`src/rtl/fm_pkg.sv`:
```
// Shared types, widths and helpers for the FM phase-increment generator.
package fm_pkg;

    localparam int unsigned AUDIO_W = 16;
    localparam int unsigned PHASE_W = 32;
    localparam int unsigned GAIN_W  = 16;

    typedef logic signed [AUDIO_W-1:0] audio_t;
    typedef logic        [PHASE_W-1:0] phase_t;

    typedef logic state_t;
    localparam state_t IDLE = 1'b0;
    localparam state_t RUN  = 1'b1;

    function automatic audio_t sat16(input logic signed [17:0] v);
        if (v > 18'sd32767) begin
            return audio_t'(16'h7fff);
        end else if (v < -18'sd32768) begin
            return audio_t'(16'h8000);
        end else begin
            return audio_t'(v[15:0]);
        end
    endfunction

endpackage

```
`src/rtl/fm_phaseinc_gen_if.sv`:
```
// Audio sample valid/ready stream into the FM phase-increment generator.
interface fm_phaseinc_gen_if;
    import fm_pkg::*;

    audio_t audio_in;
    logic   audio_valid;
    logic   audio_ready;

    modport master (output audio_in, output audio_valid, input audio_ready);
    modport slave  (input audio_in, input audio_valid, output audio_ready);

endinterface

```
`src/rtl/fm_interp.sv`:
```
// One-entry sample buffer plus linear interpolator advancing on enableclk.
// FM_PREEMPH_EN adds first-order pre-emphasis on the accept path.
module fm_interp
    import fm_pkg::*;
#(
    parameter int unsigned INTERP_LOG2 = 4
) (
    input  logic   clock,
    input  logic   reset,
    input  logic   enableclk,
    input  audio_t audio_in,
    input  logic   audio_valid,
    output logic   audio_ready,
    output audio_t interp,
    output logic   underrun
);

    localparam int unsigned ACC_W = 17 + INTERP_LOG2;

    state_t                   state_q, state_d;
    audio_t                   prev_q, prev_d, cur_q, cur_d, next_q, next_d, wr_data;
    logic                     next_full_q, next_full_d, ready_q, underrun_q, underrun_d;
    logic                     accept, consume;
    logic [INTERP_LOG2-1:0]   step_q, step_d;
    logic signed [ACC_W-1:0]  acc_q, acc_d;
    logic signed [16:0]       delta;

    assign accept = audio_valid && ready_q;
    assign delta  = $signed({cur_q[15], cur_q}) - $signed({prev_q[15], prev_q});

`ifdef FM_PREEMPH_EN
    audio_t             x_last_q;
    logic signed [17:0] emph;

    assign emph    = (18'(audio_in) <<< 1) - 18'(x_last_q);
    assign wr_data = sat16(emph);

    always_ff @(posedge clock) begin
        if (reset) begin
            x_last_q <= '0;
        end else if (accept) begin
            x_last_q <= audio_in;
        end
    end
`else
    assign wr_data = audio_in;
`endif

    always_comb begin
        state_d    = state_q;
        prev_d     = prev_q;
        cur_d      = cur_q;
        step_d     = step_q;
        acc_d      = acc_q;
        underrun_d = 1'b0;
        consume    = 1'b0;
        if (enableclk) begin
            case (state_q)
                IDLE: begin
                    if (next_full_q) begin
                        state_d = RUN;
                        prev_d  = '0;
                        cur_d   = next_q;
                        consume = 1'b1;
                        acc_d   = '0;
                        step_d  = '0;
                    end
                end
                default: begin
                    if (step_q == '1) begin
                        // Segment end: snap acc to cur exactly so rounding never accumulates.
                        step_d = '0;
                        acc_d  = ACC_W'(cur_q) <<< INTERP_LOG2;
                        prev_d = cur_q;
                        if (next_full_q) begin
                            cur_d   = next_q;
                            consume = 1'b1;
                        end else begin
                            underrun_d = 1'b1;
                        end
                    end else begin
                        acc_d  = acc_q + ACC_W'(delta);
                        step_d = step_q + 1'b1;
                    end
                end
            endcase
        end
        // Consume first, then fill: a same-clock transfer lands in the freed slot.
        next_full_d = (next_full_q && !consume) || accept;
        next_d      = accept ? wr_data : next_q;
    end

    always_ff @(posedge clock) begin
        if (reset) begin
            state_q     <= IDLE;
            prev_q      <= '0;
            cur_q       <= '0;
            next_q      <= '0;
            next_full_q <= 1'b0;
            ready_q     <= 1'b0;
            step_q      <= '0;
            acc_q       <= '0;
            underrun_q  <= 1'b0;
        end else begin
            state_q     <= state_d;
            prev_q      <= prev_d;
            cur_q       <= cur_d;
            next_q      <= next_d;
            next_full_q <= next_full_d;
            ready_q     <= !next_full_d;
            step_q      <= step_d;
            acc_q       <= acc_d;
            underrun_q  <= underrun_d;
        end
    end

    assign audio_ready = ready_q;
    assign underrun    = underrun_q;
    assign interp      = sat16(18'(acc_q >>> INTERP_LOG2));

endmodule

```
`src/rtl/fm_phaseinc_gen.sv`:
```
// FM phase-increment generator: interpolated audio x deviation gain + carrier.
// Optional pre-emphasis is enabled with the FM_PREEMPH_EN macro (see fm_interp).
module fm_phaseinc_gen
    import fm_pkg::*;
#(
    parameter int unsigned INTERP_LOG2 = 4,
    parameter int unsigned GAIN_SHIFT  = 8
) (
    input  logic              clock,
    input  logic              reset,
    input  logic              enableclk,
    fm_phaseinc_gen_if.slave  audio,
    input  phase_t            carrier_inc,
    input  logic [GAIN_W-1:0] dev_gain,
    output phase_t            phaseinc,
    output logic              underrun
);

    audio_t             interp, s1_q;
    logic signed [32:0] s1_ext, gain_ext, prod_d, s2_q, scaled;
    phase_t             phaseinc_q, phaseinc_d;

    fm_interp #(
        .INTERP_LOG2 (INTERP_LOG2)
    ) u_interp (
        .clock       (clock),
        .reset       (reset),
        .enableclk   (enableclk),
        .audio_in    (audio.audio_in),
        .audio_valid (audio.audio_valid),
        .audio_ready (audio.audio_ready),
        .interp      (interp),
        .underrun    (underrun)
    );

    // Gain is unsigned, so it is zero-extended before the signed multiply.
    assign s1_ext     = 33'(s1_q);
    assign gain_ext   = $signed({17'b0, dev_gain});
    assign prod_d     = s1_ext * gain_ext;
    assign scaled     = s2_q >>> GAIN_SHIFT;
    assign phaseinc_d = carrier_inc + PHASE_W'(scaled);

    always_ff @(posedge clock) begin
        if (reset) begin
            s1_q       <= '0;
            s2_q       <= '0;
            phaseinc_q <= '0;
        end else begin
            s1_q       <= interp;
            s2_q       <= prod_d;
            phaseinc_q <= phaseinc_d;
        end
    end

    assign phaseinc = phaseinc_q;

endmodule

```
`src/flat_wrapper.sv`:
```
// flat-port wrapper written by rule: the top's interface ports become plain ports
module fm_phaseinc_gen_flat import fm_pkg::*;
#(
    parameter int unsigned INTERP_LOG2 = 4,
    parameter int unsigned GAIN_SHIFT  = 8
)
  (clock, reset, enableclk, carrier_inc, dev_gain, phaseinc, underrun, audio_audio_in, audio_audio_valid, audio_audio_ready);
  fm_phaseinc_gen_if audio_i ();
  input  logic clock;
  input  logic reset;
  input  logic enableclk;
  input  phase_t carrier_inc;
  input  logic [GAIN_W-1:0] dev_gain;
  output phase_t phaseinc;
  output logic underrun;
  input wire logic [$bits(audio_i.audio_in)-1:0] audio_audio_in;
  input wire logic [$bits(audio_i.audio_valid)-1:0] audio_audio_valid;
  output wire logic [$bits(audio_i.audio_ready)-1:0] audio_audio_ready;
  assign audio_i.audio_in = audio_audio_in;
  assign audio_i.audio_valid = audio_audio_valid;
  assign audio_audio_ready = audio_i.audio_ready;
  fm_phaseinc_gen #(.INTERP_LOG2(INTERP_LOG2), .GAIN_SHIFT(GAIN_SHIFT)) u_core (.clock(clock), .reset(reset), .enableclk(enableclk), .audio(audio_i), .carrier_inc(carrier_inc), .dev_gain(dev_gain), .phaseinc(phaseinc), .underrun(underrun));
endmodule
```
`config.mk`:
```
export PLATFORM = sky130hd
export DESIGN_NAME = fm_phaseinc_gen_flat
export DESIGN_NICKNAME = d
export VERILOG_FILES = /design/src/rtl/fm_pkg.sv /design/src/rtl/fm_phaseinc_gen_if.sv /design/src/rtl/fm_interp.sv /design/src/rtl/fm_phaseinc_gen.sv /design/src/flat_wrapper.sv
export SDC_FILE = /design/constraint.sdc
export NUM_CORES = 1
export LEC_CHECK = 0
export CAP_MARGIN = 5
export CORE_MARGIN = 2
export CORE_UTILIZATION = 45
export CTS_BUF_LIST = sky130_fd_sc_hd__clkbuf_8
export DETAILED_ROUTE_END_ITERATION = 6
export PLACE_DENSITY = 0.66
export REMOVE_ABC_BUFFERS = 1
export SETUP_SLACK_MARGIN = 0.3
export SYNTH_ARGS = -nofsm -noshare
export SYNTH_HDL_FRONTEND = slang
export SYNTH_SLANG_ARGS = --single-unit
```
`constraint.sdc`:
```
create_clock -name clock -period 7.2 [get_ports clock]
set_input_delay 1.44 -clock clock [delete_from_list [all_inputs] [get_ports clock]]
set_output_delay 1.44 -clock clock [all_outputs]
set_load 0.005 [all_outputs]
```
==> results of run 1 <==
-- logic make-up (layout without fill, tap and decap cells) --
group	after synthesis	in the layout
fa+ha+maj	402	402
buf+inv	419	558
simple gates	641	641
compound gates	318	318
flops	150	150
mux	6	6
xor+xnor	49	49
-- layer usage --
metal | vias to the layer above | track usage (%)
met3 | 46 | 2.100
met4 | 0 | 5.764
li1 | 6627 | -
met1 | 6755 | 27.45
met5 | - | 0
met2 | 291 | 39.65
-- placed cells by master (no fill, tap or decap), types with 20 or more instances in the layout --
cell             Yosys  final
a21oi_1             93     92
fa_1               214    207
nand3_1             29     28
a21o_1              47     47
xnor2_1             29     29
dfxtp_1            150    150
xor2_1              20     20
ha_1               173    167
clkdlybuf4s50_1      0     84
a22oi_1             25     25
inv_1              336    328
nor3_1              32     32
nor2_1             128    126
and2_1             125    119
nand2_1            239    238
buf_4                1     75
o21ai_0             43     42
-- power breakdown --
part / switching, µW / internal, µW / leakage [µW]
combinational: 208 / 176 / 0.00808
clock: 391 / 297 / 0.000210
sequential: 14.1 / 854 / 0.00122
-- cell type report --
| type | count | area [µm²] | area share, % |
|---|---|---|---|
| Multi-Input combinational cell | 1416 | 12440 | 64.08 |
| Timing Repair Buffer | 189 | 1704 | 8.779 |
| Clock inverter | 15 | 180.2 | 0.9282 |
| Sequential cell | 150 | 3003 | 15.47 |
| Clock buffer | 17 | 234.0 | 1.205 |
| Inverter | 337 | 1265 | 6.517 |
| Tap cell | 468 | 585.6 | 3.017 |
-- tightest hold or removal path: stages (launching register included) --
cell and delay [ns]:
dfxtp_1 0.32, nand2_1 0.05, a21oi_1 0.05
-- sequential cells by signal (all words and copies together) (netlist names), 4 cells and up --
name,flops
u_core.phaseinc,32
u_core.s2_q,25
u_core.u_interp.acc_q,21
u_core.s1_q,16
u_core.u_interp.cur_q,16
u_core.u_interp.next_q,16
u_core.u_interp.prev_q,16
u_core.u_interp.step_q,4
-- through the flow --
stage	setup TNS, ns	std cells
detailed placement	-9.595	2552
CTS	0	2585
finish	0	2592
global route	0	2592
global placement	-7.124	2552
floorplan	0	1903
-- final timing paths --
path / endpoint / slack (ns) / cells past startpoint
worst max register to register: u_core.s2_q[32]$_SDFF_PP0_ / 0.63 / 20
worst min register to register: u_core.u_interp.cur_q[13]$_SDFFE_PP0P_ / 0.45 / 2
worst min-delay path: u_core.u_interp.cur_q[13]$_SDFFE_PP0P_ / 0.45 / 2
worst max-delay path: u_core.s2_q[32]$_SDFF_PP0_ / 0.47 / 21
-- repair_timing --
item / CTS / global route
pin swaps: 10 / 44
endpoints found under the setup margin: 17 / 12
gates cloned: 0 / 1
resized for setup: 34 / 70
buffers inserted: 1 / 6
==> impl_metrics.toml, run 1 <==
[clock_tree]
cts_tree = "done"
cts-root-buf = "clkbuf_8"
hold_buffers = 0
clk_pin_slew_ns = 0.10
cts_made_buffers = 17
cts.path.max_buffers = 2
cts.sinks = 150
insertion_delay_ns = 0.47
h-tree-depth = 4

[floorplanning]
die_h_um = 197.6
core_um2 = 36790
rows = 70
initial_core_util_pct = 45.87
dieArea_um2 = 39060
die_w_um = 197.6
io-pin-count = 102

[power]
irDropWorstVdd_mv = 0.1033
cellPowerDensity_nw_per_um2 = 99.94
total_power_uw = 1940
leakagePower_uw = 0.009510

[timing]
fmax_ghz = 0.1485
skew_ns = 0.01419
worst_pin_slew_ns = 1.150
slew_headroom_pct = 23.31
whs_ns = 0.4514
rsz0062_at_grt = "false"
period_minus_slack_ns = 6.734
finalCritPeriodShare_pct = 93.52
finalSetupViolCount = 0
final_max_slew_viol_count = 0
hold_viol_final = 0
setup_slack_ns = 0.4663

[critical_path]
cp.required_ns = 7.55
cp_common_cell = "fa_1"
cp_max_fo = 8
critPathTopFamily = "adder cells"
path_buf_inv = 5
regToRegStartpoint = "u_core.s1_q[3]$_SDFF_PP0_"
critPathSlowestCell = "fa_1"
crit_chain = "clkbuf_4, buf_4, nand2_1, fa_1, inv_1, fa_1, fa_1, fa_1, fa_1, inv_2, fa_1, inv_2, ha_4, a21o_1, a21o_1, a21o_1, a31oi_4, o21a_1, o41ai_4, a31oi_1, mux2_1"
max_stage_delay_ns = 0.57
end_kind = "register"
crit_start = "dev_gain[6]"
critPathKind = "in2reg"
cp_data_arrival_time_ns = 7.08
cp-start-kind = "primary input"

[synthesis]
syn_inst = 1985
synthSimpleGateAreaFrac_pct = 18.12
synthFlopType = "dfxtp_1"
async_reset_ff_share_pct = 0
synth_largest_area_cell = "fa_1"
seq_area_frac_synth_pct = 17.80
ys_seq_elements = 150
syn_area_um2 = 16870
synthMuxAreaShare_pct = 0.4004
synthTopCellsByArea = "fa_1 (25%), dfxtp_1 (18%), ha_1 (13%)"
syn_avg_cell_area_um2 = 8.501
synth_common_cells = "inv_1 (336), nand2_1 (239), fa_1 (214)"
yosys_warnings = 0
synth-compound-area-share_pct = 12.69
synth_cell_types = 71
post-synth-top-count-cell = "inv_1"
synth_top_area_share_pct = 25.39
synthAdderAreaFrac_pct = 39.11
synth-xor-area-share_pct = 2.543
synth_top_family_by_area = "adder cells"
synth_edf_count = 0

[place]
io_buffer_count = 101
dp.final_hpwl_um = 33150
place_area_um2 = 18790
dp_slack_ns = -0.7942
place.gp.congestion = 0.9243

[drt]
wl_met2_um = 20920
vias = 13719
totalWireLength_um = 40850
wirelength_met1_um = 17530
routed_via_density = 5.293
first_iter_violations = 882
wl_met3_um = 1506
ant_nets = 0
top_layer = "met4"
dr.pass1.iters = 6
drc = 0
routedWlPerCell_um = 15.76

[worst_hold_path]
hp-class = "reg2reg"
min_from = "u_core.u_interp.next_q[13]$_SDFFE_PP0P_"

[global_route]
grt_pass1_vias = 14185
grt_util_all_layers_pct = 21.75
antenna_found_initial = 0
grt_pass1_wl_um = 68660
grt-ovfl-total = 0
grt_max_degree = 74

[job]
cap_violations = 0

[outcome]
status = "finished clean"

[finish]
antenna_cells = 0
nets = 2566
stdcell_area_um2 = 19410
fillers = 3478
fin_util_pct = 52.77
layout-drive-gt1-share_pct = 8.569
area_growth_pct = 15.04
No activity file was read; power rests on OpenSTA's default activity.
==> run 2: changes to the inputs <==
- SKIP_CTS_REPAIR_TIMING: not set -> 1
==> impl_metrics.toml, run 2 (synthesized netlist as in run 1, its figures left out) <==
[global_route]
antenna_found_initial = 0
grt_max_degree = 74
grt-ovfl-total = 0
grt_util_all_layers_pct = 21.74
grt_pass1_vias = 14149
grt_pass1_wl_um = 68610

[finish]
antenna_cells = 0
area_growth_pct = 15.42
nets = 2571
largest_reg_flops = 32
layout-drive-gt1-share_pct = 8.643
layout_commonest_cell = "inv_1"
layout_common_cells = "inv_1 (329), nand2_1 (238), fa_1 (206), ha_1 (167), dfxtp_1 (150)"

[critical_path]
cp_max_fo = 6
cp-start-kind = "primary input"
critPathKind = "in2reg"
end_kind = "register"
cp_data_arrival_time_ns = 7.09
cp.required_ns = 7.55

[power]
cellPowerDensity_nw_per_um2 = 99.60
irDropWorstVdd_mv = 0.1028
leakagePower_uw = 0.009569

[drt]
ant_nets = 0
totalWireLength_um = 40850
routed_via_density = 5.293
first_iter_violations = 894
drc = 0
vias = 13746
dr.pass1.iters = 5
routedWlPerCell_um = 15.73

[floorplanning]
dieArea_um2 = 39060
rows = 70
initial_core_util_pct = 45.87
io-pin-count = 102
die_h_um = 197.6
core_um2 = 36790
die_w_um = 197.6

[timing]
skew_ns = 0.01200
finalCritPeriodShare_pct = 93.61
fin_tns_setup_ns = 0
rsz0062_at_grt = "false"
final_max_slew_viol_count = 0
setup_slack_ns = 0.4601
slew_headroom_pct = 22.65
hold_viol_final = 0
worst_pin_slew_ns = 1.160
fmax_ghz = 0.1484
finalSetupViolCount = 0
period_minus_slack_ns = 6.740

[outcome]
status = "finished clean"

[worst_hold_path]
hp-class = "reg2reg"

[place]
dp.final_hpwl_um = 33150
io_buffer_count = 101
place.gp.congestion = 0.9243
dp_slack_ns = -0.7942

[clock_tree]
cts-root-buf = "clkbuf_8"
clk_pin_slew_ns = 0.10
cts.sinks = 150
cts.path.max_buffers = 2
cts_made_buffers = 17
insertion_delay_ns = 0.46
cts_tree = "done"
h-tree-depth = 4

[job]
cap_violations = 0
[run 2: cell types whose count changed in the layout (fill, tap and decap cells not counted), moves of 2 or more]
cell,change
dlymetal6s2s_1,+4
buf_4,+9
clkbuf_4,-2
buf_6,-3
[run 2: layout make-up]
| class | count | area [µm²] |
|---|---|---|
| Fill cell | 3472 | 17310 |
| Multi-Input combinational cell | 1416 | 12440 |
| Sequential cell | 150 | 3003 |
| Timing Repair Buffer | 194 | 1769 |
| Inverter | 337 | 1265 |
| Tap cell | 468 | 585.6 |
| Clock buffer | 17 | 234.0 |
| Clock inverter | 15 | 180.2 |
[run 2: where the power goes]
part	total [µW]	leakage [µW]	switching, µW	internal (µW)
combinational	387	0.00814	208	179
clock	685	0.000210	388	297
sequential	868	0.00122	14.0	854
total	1940	0.00957	610	1330
[run 2: worst paths after layout]
| path | start | end | slack (ns) | cells past startpoint |
|---|---|---|---|---|
| setup / recovery | dev_gain[4] | u_core.s2_q[32]$_SDFF_PP0_ | 0.46 | 22 |
| hold / removal | u_core.u_interp.next_q[13]$_SDFFE_PP0P_ | u_core.u_interp.cur_q[13]$_SDFFE_PP0P_ | 0.45 | 2 |
| setup reg to reg | u_core.s1_q[3]$_SDFF_PP0_ | u_core.s2_q[32]$_SDFF_PP0_ | 0.71 | 20 |
| hold reg to reg | u_core.u_interp.next_q[13]$_SDFFE_PP0P_ | u_core.u_interp.cur_q[13]$_SDFFE_PP0P_ | 0.45 | 2 |
[run 2: routing by layer]
metal / routed length (µm) / GRT usage [%] / up-vias
li1: - / - / 6631
met1: 17240 / 27.47 / 6724
met2: 20900 / 39.66 / 332
met3: 1788 / 2.066 / 59
met4: 921 / 5.653 / 0
met5: 0 / 0 / -
[run 2: metrics by stage]
step                      util, %  total power [µW]  cell area [µm²]  cells  hold slack, ns
after floorplan                 -              1079            16560   1903          0.4260
after global placement      51.07              1256            18790   2552          0.4395
after detailed placement    51.07              1263            18790   2552          0.4453
after CTS                   52.19              1954            19200   2584          0.4491
after global routing        52.94              2043            19470   2597          0.4781
final                       52.94              1940            19470   2597          0.4498
[run 2: critical path, cell delays in order]
cell     delay, ns
buf_2         0.16
buf_12        0.14
buf_4         0.14
nand2_1       0.06
fa_1          0.50
inv_1         0.06
fa_1          0.57
fa_1          0.45
fa_1          0.52
fa_1          0.57
inv_2         0.05
fa_1          0.54
inv_2         0.04
ha_4          0.25
a21o_1        0.12
a21o_1        0.15
a21o_1        0.18
a31oi_4       0.06
o21a_1        0.23
o41ai_4       0.40
a31oi_1       0.14
mux2_1        0.32
==> RTL change, RTL diff (settings of run 1) <==
`INTERP_LOG2` is set to 4 in 3 places; all go to 3.
--- a/src/rtl/fm_interp.sv
+++ b/src/rtl/fm_interp.sv
@@ -3,7 +3,7 @@
 module fm_interp
     import fm_pkg::*;
 #(
-    parameter int unsigned INTERP_LOG2 = 4
+    parameter int unsigned INTERP_LOG2 = 3
 ) (
     input  logic   clock,
     input  logic   reset,
--- a/src/rtl/fm_phaseinc_gen.sv
+++ b/src/rtl/fm_phaseinc_gen.sv
@@ -3,7 +3,7 @@
 module fm_phaseinc_gen
     import fm_pkg::*;
 #(
-    parameter int unsigned INTERP_LOG2 = 4,
+    parameter int unsigned INTERP_LOG2 = 3,
     parameter int unsigned GAIN_SHIFT  = 8
 ) (
     input  logic              clock,
--- a/src/flat_wrapper.sv
+++ b/src/flat_wrapper.sv
@@ -1,7 +1,7 @@
 // flat-port wrapper written by rule: the top's interface ports become plain ports
 module fm_phaseinc_gen_flat import fm_pkg::*;
 #(
-    parameter int unsigned INTERP_LOG2 = 4,
+    parameter int unsigned INTERP_LOG2 = 3,
     parameter int unsigned GAIN_SHIFT  = 8
 )
   (clock, reset, enableclk, carrier_inc, dev_gain, phaseinc, underrun, audio_audio_in, audio_audio_valid, audio_audio_ready);
Formal check against the unedited RTL: not equivalent (a bounded check fails within 10 cycles, from zero or initial values and one cycle with reset high).
==> RTL change against run 1 <==
Sequential cell count shrank 2. Routed wire length shrank 5.9%. Sequential power hardly changed. Worst setup slack worse by 0.0099 ns. Design area fell by 4.7%. Total power is 0.23% higher. Non-clock buffer count unchanged. Clock skew about the same. Core utilization increased by 0.53 points. Clock power fell by 7.6%. Synthesized area is 5.4% lower. Sequential share of layout area increased by 0.55 points. Highest routed layer unchanged.
==> RTL change: results (changes against run 1) <==
final clock skew=0.0140 ns (was 0.0142 ns); synth top area cells=fa_1, dfxtp_1, ha_1, inv_1, nand2_1 (unchanged); Inserted Diodes=0 (unchanged); VDD IR max=0.224 mV (was 0.103 mV); # nets final=2439 (was 2566); Setup WS pre-CTS=-0.559 ns (was -0.794 ns); Hold Path End=u_core.u_interp.cur_q[9]$_SDFFE_PP0P_ (was u_core.u_interp.cur_q[13]$_SDFFE_PP0P_); CP Data Arrival Time=7.08 ns (about the same); R2R setup slack=0.76 ns (was 0.63 ns); max reg flops=32 (unchanged); r2r worst-path depth=21 (was 20); r2r startpoint=u_core.s1_q[2]$_SDFF_PP0_ (was u_core.s1_q[3]$_SDFF_PP0_); post-synthesis cell type count=68 (was 71); R2R Path End=u_core.s2_q[26]$_SDFF_PP0_ (was u_core.s2_q[32]$_SDFF_PP0_); top_reg_cell synth=dfxtp_1 (unchanged); routability cong.=0.920 (was 0.924); first-pass GRT wire length=64200 µm (was 68700 µm); largest net degree at the start of global routing=86 (was 74); status=finished clean (unchanged); Total GRT Usage=21.9% (was 21.8%); largest driver fanout on the critical path=3 (was 8); via count=12800 (was 13700); share of synthesized registers carrying an async set or reset=0% (unchanged); 1st-iter DRT viols=635 (was 882); commonest cells in the netlist=inv_1, nand2_1, fa_1 (unchanged); share of cells above drive strength 1=8.36% (was 8.57%); cts bufs inserted=17 (unchanged); Lkg Pwr=8.93 nW (was 9.51 nW); Hold Path Origin=u_core.u_interp.next_q[9]$_SDFFE_PP0P_ (was u_core.u_interp.next_q[13]$_SDFFE_PP0P_); Worst Tran Pin Value=1.13 ns (was 1.15 ns); Worst-Skew Late Latency=0.47 ns (about the same); Hold Slack=0.457 ns (was 0.451 ns); drt total wl=38400 µm (was 40800 µm); post-DP HPWL=30400 µm (was 33200 µm); Worst Hold Depth=2 (unchanged); sequential share of the synthesized area=18.6% (was 17.8%); clk buf depth=2 (unchanged); DR pass1 iterations=5 (was 6)
[RTL change: what timing repair did]
action	in CTS	in global routing
gates cloned	3	1
resized for setup	27	41
setup buffers	4	2
hold endpoints to repair	0	0
endpoints found under the setup margin	13	15
pin swaps	17	16
hold buffers	0	0
[RTL change: worst max-delay path: stages]
cell,delay [ns]
clkdlybuf4s50_1,0.50
nand2b_1,0.20
fa_1,0.36
inv_1,0.08
fa_1,0.45
fa_1,0.55
fa_1,0.45
fa_1,0.55
inv_1,0.05
fa_1,0.53
inv_1,0.06
ha_4,0.27
and4_4,0.23
buf_4,0.12
nand4_1,0.11
o221ai_2,0.25
buf_4,0.17
a21o_1,0.15
nand3_1,0.09
nand3_1,0.08
o21ai_0,0.08
a2111oi_0,0.31
[RTL change: metal layers]
| layer | vias to the layer above | GRT usage [%] | part of all wire (%) |
|---|---|---|---|
| met2 | 300 | 39.5 | 51 |
| met1 | 6251 | 26.0 | 41 |
| met4 | 0 | 8.10 | 3.1 |
| met5 | - | 0 | 0 |
| li1 | 6116 | - | - |
| met3 | 85 | 3.93 | 4.8 |
[RTL change: area by class of cell]
class	count	area, µm²
Fill cell	3199	16200
Sequential cell	148	2960
Timing Repair Buffer	189	1730
Inverter	323	1210
Clock buffer	17	234
Clock inverter	15	148
Multi-Input combinational cell	1306	11600
Tap cell	455	569
[RTL change: power breakdown]
group / internal [W] / switching (W) / total [W]
registers: 0.000847 / 0.0000194 / 0.000867
logic: 0.000210 / 0.000232 / 0.000442
clock network: 0.000282 / 0.000354 / 0.000636
[RTL change: kinds of logic (layout without fill, tap and decap cells)]
group                      after synthesis  after routing  synth area share [%]
AOI/OAI and AO/OA                      258            258                  10.5
xor gates and xnor gates                57             57                  3.13
adders and majority gates              401            401                  41.2
buffers and inverters                  392            544                  9.21
DFF                                    148            148                  18.6
muxes                                    6              6                 0.431
and+or+nand+nor                        584            584                  17.0
[RTL change: worst max-delay path by stage]
stage                  from                    endpoint  slack [ns]  depth (start not counted)
6_report        dev_gain[0]  u_core.s2_q[26]$_SDFF_PP0_        0.46                         22
5_1_grt         dev_gain[8]  u_core.s2_q[32]$_SDFF_PP0_        0.30                         24
4_1_cts         dev_gain[9]  u_core.s2_q[32]$_SDFF_PP0_        0.31                         22
3_5_place_dp   dev_gain[11]  u_core.s2_q[30]$_SDFF_PP0_       -0.56                         22
3_3_place_gp   dev_gain[11]  u_core.s2_q[30]$_SDFF_PP0_       -0.54                         22
2_1_floorplan  dev_gain[10]  u_core.s2_q[25]$_SDFF_PP0_        0.39                         20
[RTL change: per-stage QoR]
step                      cell area [µm²]  power [W]  instances
after floorplan                     15700    0.00111       1777
after global placement              17900    0.00131       2411
after detailed placement            17900    0.00131       2411
after CTS                           18400    0.00196       2450
after global routing                18500    0.00205       2453
final                               18500    0.00194       2453
